File: config.mk
export PLATFORM = sky130hd
export DESIGN_NAME = core_fetch
export DESIGN_NICKNAME = d
export VERILOG_FILES = /design/src/rtl/core_fetch.sv
export SDC_FILE = /design/constraint.sdc
export NUM_CORES = 1
export LEC_CHECK = 0
export ABC_AREA = 0
export CORE_AREA = 2 2 166 168
export CTS_CLUSTER_DIAMETER = 150
export CTS_CLUSTER_SIZE = 8
export DETAILED_ROUTE_END_ITERATION = 8
export DIE_AREA = 0 0 168 170
export PLACE_DENSITY = 0.61
export SETUP_SLACK_MARGIN = 0.5
export SLEW_MARGIN = 20
export SYNTH_ARGS = -nofsm -noshare
export SYNTH_HDL_FRONTEND = slang
export SYNTH_SLANG_ARGS = --single-unit
File: constraint.sdc
create_clock -name CLK -period 2.24 [get_ports CLK]
set_clock_uncertainty 0.1 [all_clocks]
set_input_delay 0.336 -clock CLK [delete_from_list [all_inputs] [get_ports CLK]]
set_output_delay 0.336 -clock CLK [all_outputs]
set_load 0.05 [all_outputs]
File: src/rtl/core_fetch.sv
// Instruction fetch stage: owns the PC, drives a 1-cycle-latency instruction
// memory and hands a registered INST/INST_PC/INST_VALID triple to decode.
module core_fetch #(
  parameter logic [31:0] RESET_PC = 32'h0000_0000,
  parameter int          ADDR_W   = 14,
  parameter logic [31:0] NOP_INST = 32'h0000_0013
) (
  input  logic              CLK,
  input  logic              RST,
  input  logic              STALL,
  input  logic              REDIRECT,
  input  logic [31:0]       REDIRECT_PC,
  output logic              IMEM_EN,
  output logic [ADDR_W-1:0] IMEM_ADDR,
  input  logic [31:0]       IMEM_DATA,
  output logic [31:0]       INST,
  output logic [31:0]       INST_PC,
  output logic              INST_VALID
);

  logic [31:0] fetch_pc;
  logic        req_v;
  logic [31:0] req_pc;
  logic        skid_v;
  logic [31:0] skid_inst;
  logic [31:0] skid_pc;
  logic        issue;
  logic        unused_bits;

  assign issue     = !RST && !STALL && !REDIRECT;
  assign IMEM_EN   = issue;
  assign IMEM_ADDR = fetch_pc[ADDR_W+1:2];

  // Byte-offset bits and PC bits above the memory range are intentionally dropped.
  assign unused_bits = ^{REDIRECT_PC[1:0], fetch_pc};

  always_ff @(posedge CLK) begin
    if (RST) begin
      fetch_pc   <= RESET_PC;
      req_v      <= 1'b0;
      req_pc     <= 32'h0;
      skid_v     <= 1'b0;
      skid_inst  <= NOP_INST;
      skid_pc    <= 32'h0;
      INST_VALID <= 1'b0;
      INST       <= NOP_INST;
      INST_PC    <= 32'h0;
    end else if (REDIRECT) begin
      // Flush everything in flight, including a word returning this cycle.
      fetch_pc   <= {REDIRECT_PC[31:2], 2'b00};
      req_v      <= 1'b0;
      skid_v     <= 1'b0;
      INST_VALID <= 1'b0;
      INST       <= NOP_INST;
    end else begin
      req_v  <= issue;
      req_pc <= fetch_pc;
      if (issue)
        fetch_pc <= fetch_pc + 32'd4;

      if (!STALL) begin
        if (skid_v) begin
          INST       <= skid_inst;
          INST_PC    <= skid_pc;
          INST_VALID <= 1'b1;
          skid_v     <= 1'b0;
        end else if (req_v) begin
          INST       <= IMEM_DATA;
          INST_PC    <= req_pc;
          INST_VALID <= 1'b1;
        end else begin
          INST_VALID <= 1'b0;
          INST       <= NOP_INST;
        end
      end else if (req_v) begin
        // No issue happens while stalled, so at most this one word needs parking.
        skid_inst <= IMEM_DATA;
        skid_pc   <= req_pc;
        skid_v    <= 1'b1;
      end
    end
  end

endmodule
**Word level (Yosys, flattened, before mapping)**

Index checks and enable logic that the tools add are counted.

- Bits in registers: 195
- Output and inout bits: 80
- Word-level logic and storage cells: 32
- Bits of input ports: 68

- Mux-type cells: 8
- Bitwise operators: 2
- Reductions and logical operators: 11
- $add $sub $neg: 1

Operators by type and width:

| kind | count |
|---|---|
| 2-to-1 mux 32 bit | 6 |
| adder 32 x 3 -> 32 bit, second input constant | 1 |
| AND reduction 3 bit | 2 |
| nonzero test 2 bit | 2 |
| logical NOT 1 bit | 3 |
| OR reduction 3 bit | 1 |
| logical AND 1 bit | 2 |
| 2-to-1 mux 1 bit | 2 |
| NOT 1 bit | 2 |
| OR reduction 2 bit | 1 |

**Logic depth before layout (Yosys ltp)**

- Depth after elaboration: 5
- Mapped depth: 6

**Least setup slack after synthesis**

OpenSTA, ideal clock, no wires.

- Path type: input to register
- Start: input STALL
- End: register fetch_pc[19]
- Library setup time: 0.083 ns
- Setup slack: -0.475 ns
- Cell stages on the path: 5
- Data arrival time: 2.533 ns
- Buffers on the path: 1
- Cells stage by stage: clkbuf_8 -> nor3_1 -> nand4_1 -> or4_1 -> o221ai_1

- Word-level cells in the longest chain between the ends: 4

Ends and longest elaborated chain:

| element | RTL line | RTL |
|---|---|---|
| start: declaration | 10 | `input logic STALL,` |
| logical NOT 1 bit | -- |  |
| logical AND 1 bit (2 in a row) | 30 | `assign issue = !RST && !STALL && !REDIRECT;` |
| net IMEM_EN | 13 | `output logic IMEM_EN,` |
| nonzero test 2 bit (no line) | -- |  |
| end signal: assignment | 50 | `fetch_pc <= {REDIRECT_PC[31:2], 2'b00};` |
| end signal: assignment | 59 | `fetch_pc <= fetch_pc + 32'd4;` |
| end: declaration | 21 | `logic [31:0] fetch_pc;` |

The timed path passes the listed nets, and every way through them passes these cells.
A chain may end at the register's enable or synchronous reset.

**Worst setup path in the final report**

- Start: register fetch_pc[2]
- End: register fetch_pc[20]

- Word-level cells in the longest chain between the ends: 3

Ends and longest elaborated chain:

| element | RTL line | RTL |
|---|---|---|
| adder 32 x 3 -> 32 bit | 59 |  |
| 2-to-1 mux 32 bit | 58 | `if (issue)` |
| 2-to-1 mux 32 bit | 48 | `end else if (REDIRECT) begin` |

No other way between the ends. The select of a mux whose other input is x is not followed.

==> results.md <==
Layout:
- The area growth from synthesis to layout is 33.5%.
- Cells fill 39.5% of the core in the end.
- The fraction of final layout cells sized beyond drive strength 1 is 20.7%.
- The number of nets in the finished design is 1131.
- The count of non-filler cells in the finished layout is 1416.
- The number of antenna diodes in the final layout is 0.
- Counting the fill cells in the layout gives 2576.

CTS:
- The CTS tree is built.
- The tree is rooted in a clkbuf_16.
- Clock latency on the worst-skew pair, taken at its later pin, is 0.44 ns.
- The maximum root-to-sink buffer count is 2.
- The sink count of the clock tree is 187.
- After clock tree synthesis, the clock-pin slew on the worst setup and hold paths is 0.07 ns.
- The H-tree depth reported by CTS is 4.
- The number of clock buffers added by TritonCTS is 17.

Setup path:
- The endpoint required time on the critical path is 2.47 ns.
- The worst reg-to-reg setup slack is 0.26 ns.
- Walking the worst path, the cells encountered are ha_4, and3_4, nand4_1, buf_4, or4_1, a311oi_1.
- The largest single stage delay on the critical path is 0.49 ns.
- Among all stages on the critical path, the largest delay is contributed by or4_1.
- The reg-to-reg startpoint is fetch_pc[2]$_SDFFE_PP0P_.
- The destination of the worst register-to-register timing path is fetch_pc[20]$_SDFFE_PP0P_.
- The critical path starts at fetch_pc[2]$_SDFFE_PP0P_.
- The end of the critical path is fetch_pc[20]$_SDFFE_PP0P_.
- The critical path class is flip-flop to flip-flop.
- The path depth of the worst reg2reg path is 6.
- Of all nets on the critical path, the largest fanout is 4.
- The arrival time reported for the critical path endpoint is 2.21 ns.
- The worst setup path is launched from a flip-flop.
- The category of the worst setup path capture point is a flip-flop.

Global route:
- Global routing consumed, over all layers together, 15.2% of the routing resources.
- The maximum number of pins on one net before global-route repair is 79.
- The total overflow left after global routing is 0.
- The first global-routing pass estimated 34700 um of wire.
- The number of global-route vias before repair is 6432.
- The number of antenna violations at the first check in global routing is 0.

Logic synthesis:
- The synthesized design devotes to its leading area cell type 47.4% of total area.
- The cell taking the most area after synthesis is dfxtp_1.
- The synthesized design contains 0 enable-type register cells.
- Synthesis handed over a netlist of 910 instances.
- Counting instances in the post-synthesis netlist gives the leading cell types as dfxtp_1, nand2_1, nor2_1.
- Yosys printed 0 warnings.
- In this run the mean area of a mapped cell was 8.67 um2.
- The share of the Yosys chip area taken by registers is 47.4%.
- After synthesis, the netlist uses 53 different library cells.
- After synthesis the netlist holds a flip-flop and latch count of 187.
- Ranked by total cell area, the synthesized netlist is headed by dfxtp_1, nand2_1, mux2i_1.
- The cell with the most instances after synthesis is dfxtp_1.
- In the synthesized netlist the dominant register cell turns out to be dfxtp_1.
- The async set-reset flop share out of synthesis is 0%.
- The area of the mapped netlist is 0.00789 mm2.

Placement:
- The quantity of I/O buffers inserted on ports is 143.
- The congestion estimate from routability-driven global placement came to 0.813.
- In this run, placement finished with an instance count of 1332.
- Detailed placement finished with a half-perimeter wire length of 14600 um.

Pwr:
- The static leakage power is 3.74 nW.
- The internal power consumption is 0.00548 W.
- Sequential cells burn 47.3% of the power.
- The proportion of power drawn by combinational gates is 11.6%.
- Net switching is 26.2% of the power.
- The peak supply drop is 0.000453 V.
- The clock power share is 41.0%.
- In this run the power density over the cells is 705 mW/mm2.
- The analysis attributes to net switching a power of 0.00195 W.

Run:
- Max-cap violations in this run came to 0.

Floorplanning:
- The core area is 0.0267 mm2.
- The number of ports placed on the die boundary is 148.
- The die is 170 um tall.
- The die boundary width is 168 um.
- The floorplan step defined a die boundary enclosing 0.0286 mm2.
- The floorplan has 60 rows.
- The initial standard-cell utilization of the core is 29.6%.

Timing:
- Setup repair after global routing could not meet its margin everywhere.
- The worst path uses 88.3% of the clock period.
- The time the worst path needs with I/O delays and setup is 1.98 ns.
- The max-slew violation count was 0.
- At the pin with the least slew margin, the transition time is 0.703 ns.
- Setup violations remaining at the end of the flow were counted as 0.
- The setup TNS after final layout is 0 ns.
- The maximum frequency from static timing analysis is 0.506 GHz.
- The total count of hold-check failures in the final report was 0.
- Measured against its own limit, the worst slew margin works out to 53.1%.

Detailed routing:
- The count of unresolved DRC violations after routing is 0.
- The routed design has 23100 um of wire.
- For this run, the detailed router's first-pass iteration total came to 5.
- The routed via count is 7101.
- The wire length per cell after detailed routing is 16.3 um.
- The residual antenna-violating net count after detailed routing is 0.
- Dividing the detail-routed via count by the number of cells gives 5.01.
- The violation count after the first detailed-route iteration is 439.

Worst hold path:
- The worst hold path belongs to the class input pin to flip-flop.
- Counting instances, the worst hold path has a depth of 2.

Run status:
- The run finished with clean final reports.
## layout make-up
| class | count | area (um2) | area share, % |
|---|---|---|---|
| clock buffers | 21 | 460 | 4.37 |
| repair buffers | 220 | 1910 | 18.2 |
| flip-flops and latches | 187 | 3820 | 36.2 |
| clock inverters | 11 | 133 | 1.26 |
| inverters | 11 | 41.3 | 0.392 |
| multi-input cells | 625 | 3740 | 35.5 |
| well taps | 341 | 427 | 4.05 |
## registers in the layout (all words and copies together), names as in the netlist
signal and flops:
INST_VALID 1, INST_PC 30, INST 32, skid_inst 32, fetch_pc 30, skid_pc 30, req_pc 30, skid_v 1
req_v 1
## critical path, delay by kind of cell (launching register included)
kind | cells | cell delay, ns
fa+ha+maj | 1 | 0.15
simple gates | 3 | 0.83
flops | 1 | 0.38
compound gates | 1 | 0.25
buf+inv | 1 | 0.17
## kinds of logic (layout without fill, tap and decap cells)
group                      after synthesis  after routing  share of synthesized area (%)
xor gates and xnor gates                 9              9                          0.999
AOI/OAI and AO/OA                      189            189                           16.2
adders and majority gates                1              1                          0.158
buffers and inverters                   99            263                           6.26
other                                    1              2                         0.0475
muxes                                   49             49                           6.21
and+or+nand+nor                        375            375                           22.7
DFF                                    187            187                           47.4
## layer usage
metal,share of wire [%],global-route usage [%],vias up
li1,-,-,3511
met4,2.5,5.86,0
met2,47,24.2,165
met5,0,0,-
met1,47,20.4,3390
met3,3.5,2.93,35
## timing repair
item | 4_1_cts | 5_1_grt
setup endpoints to repair | 92 | 60
gates cloned | 0 | 2
hold buffers | 0 | 0
buffers inserted | 31 | 19
pin swaps | 19 | 16
gates resized for setup | 211 | 62
## placed cells by master, fill, tap and decap left out, types with 5 or more instances in the layout
cell type and n:
nand2_1 154, inv_1 11, or4_1 5, nand3_1 5
a311oi_1 13, and4_1 7, clkbuf_16 18, nand4_1 11
buf_4 72, mux2i_1 49, nor2b_1 36, clkdlybuf4s50_1 62
or3_1 6, a211oi_1 38, a21oi_1 77, nor3_1 33
buf_2 9, clkbuf_2 30, nor2_1 85, dfxtp_4 18
clkdlybuf4s15_2 31, a221oi_1 29, dfxtp_1 165, xnor2_1 5
nand3b_1 5, clkdlybuf4s15_1 7
## power by group through the flow
stage               registers, W  logic (W)  clock network (W)
global route             0.00353   0.000922            0.00327
CTS                      0.00352   0.000848            0.00313
floorplan                0.00368   0.000433                  0
global placement         0.00360   0.000823                  0
finish                   0.00352   0.000863            0.00305
detailed placement       0.00361   0.000828                  0
## through the flow
stage                     instance area [um2]  total power (W)  worst slack, ns  hold slack [ns]
after floorplan                          7960          0.00412            0.331            0.336
after global placement                   9590          0.00443            0.233            0.341
after detailed placement                 9590          0.00443            0.168            0.346
after CTS                               10500          0.00750            0.380           0.0607
after global routing                    10500          0.00773            0.222           0.0671
final                                   10500          0.00743            0.263           0.0722
## worst min-delay path by stage
stage	from	to	slack (ns)
3_5_place_dp	skid_pc[11]$_SDFFE_PP0P_	skid_pc[11]$_SDFFE_PP0P_	0.35
4_1_cts	RST	skid_pc[31]$_SDFFE_PP0P_	0.06
2_1_floorplan	skid_pc[10]$_SDFFE_PP0P_	skid_pc[10]$_SDFFE_PP0P_	0.34
5_1_grt	RST	skid_pc[31]$_SDFFE_PP0P_	0.07
6_report	RST	req_pc[16]$_SDFFE_PP0N_	0.07
3_3_place_gp	skid_inst[28]$_SDFFE_PP0P_	skid_inst[28]$_SDFFE_PP0P_	0.34
No activity file was read; power rests on OpenSTA's default activity.
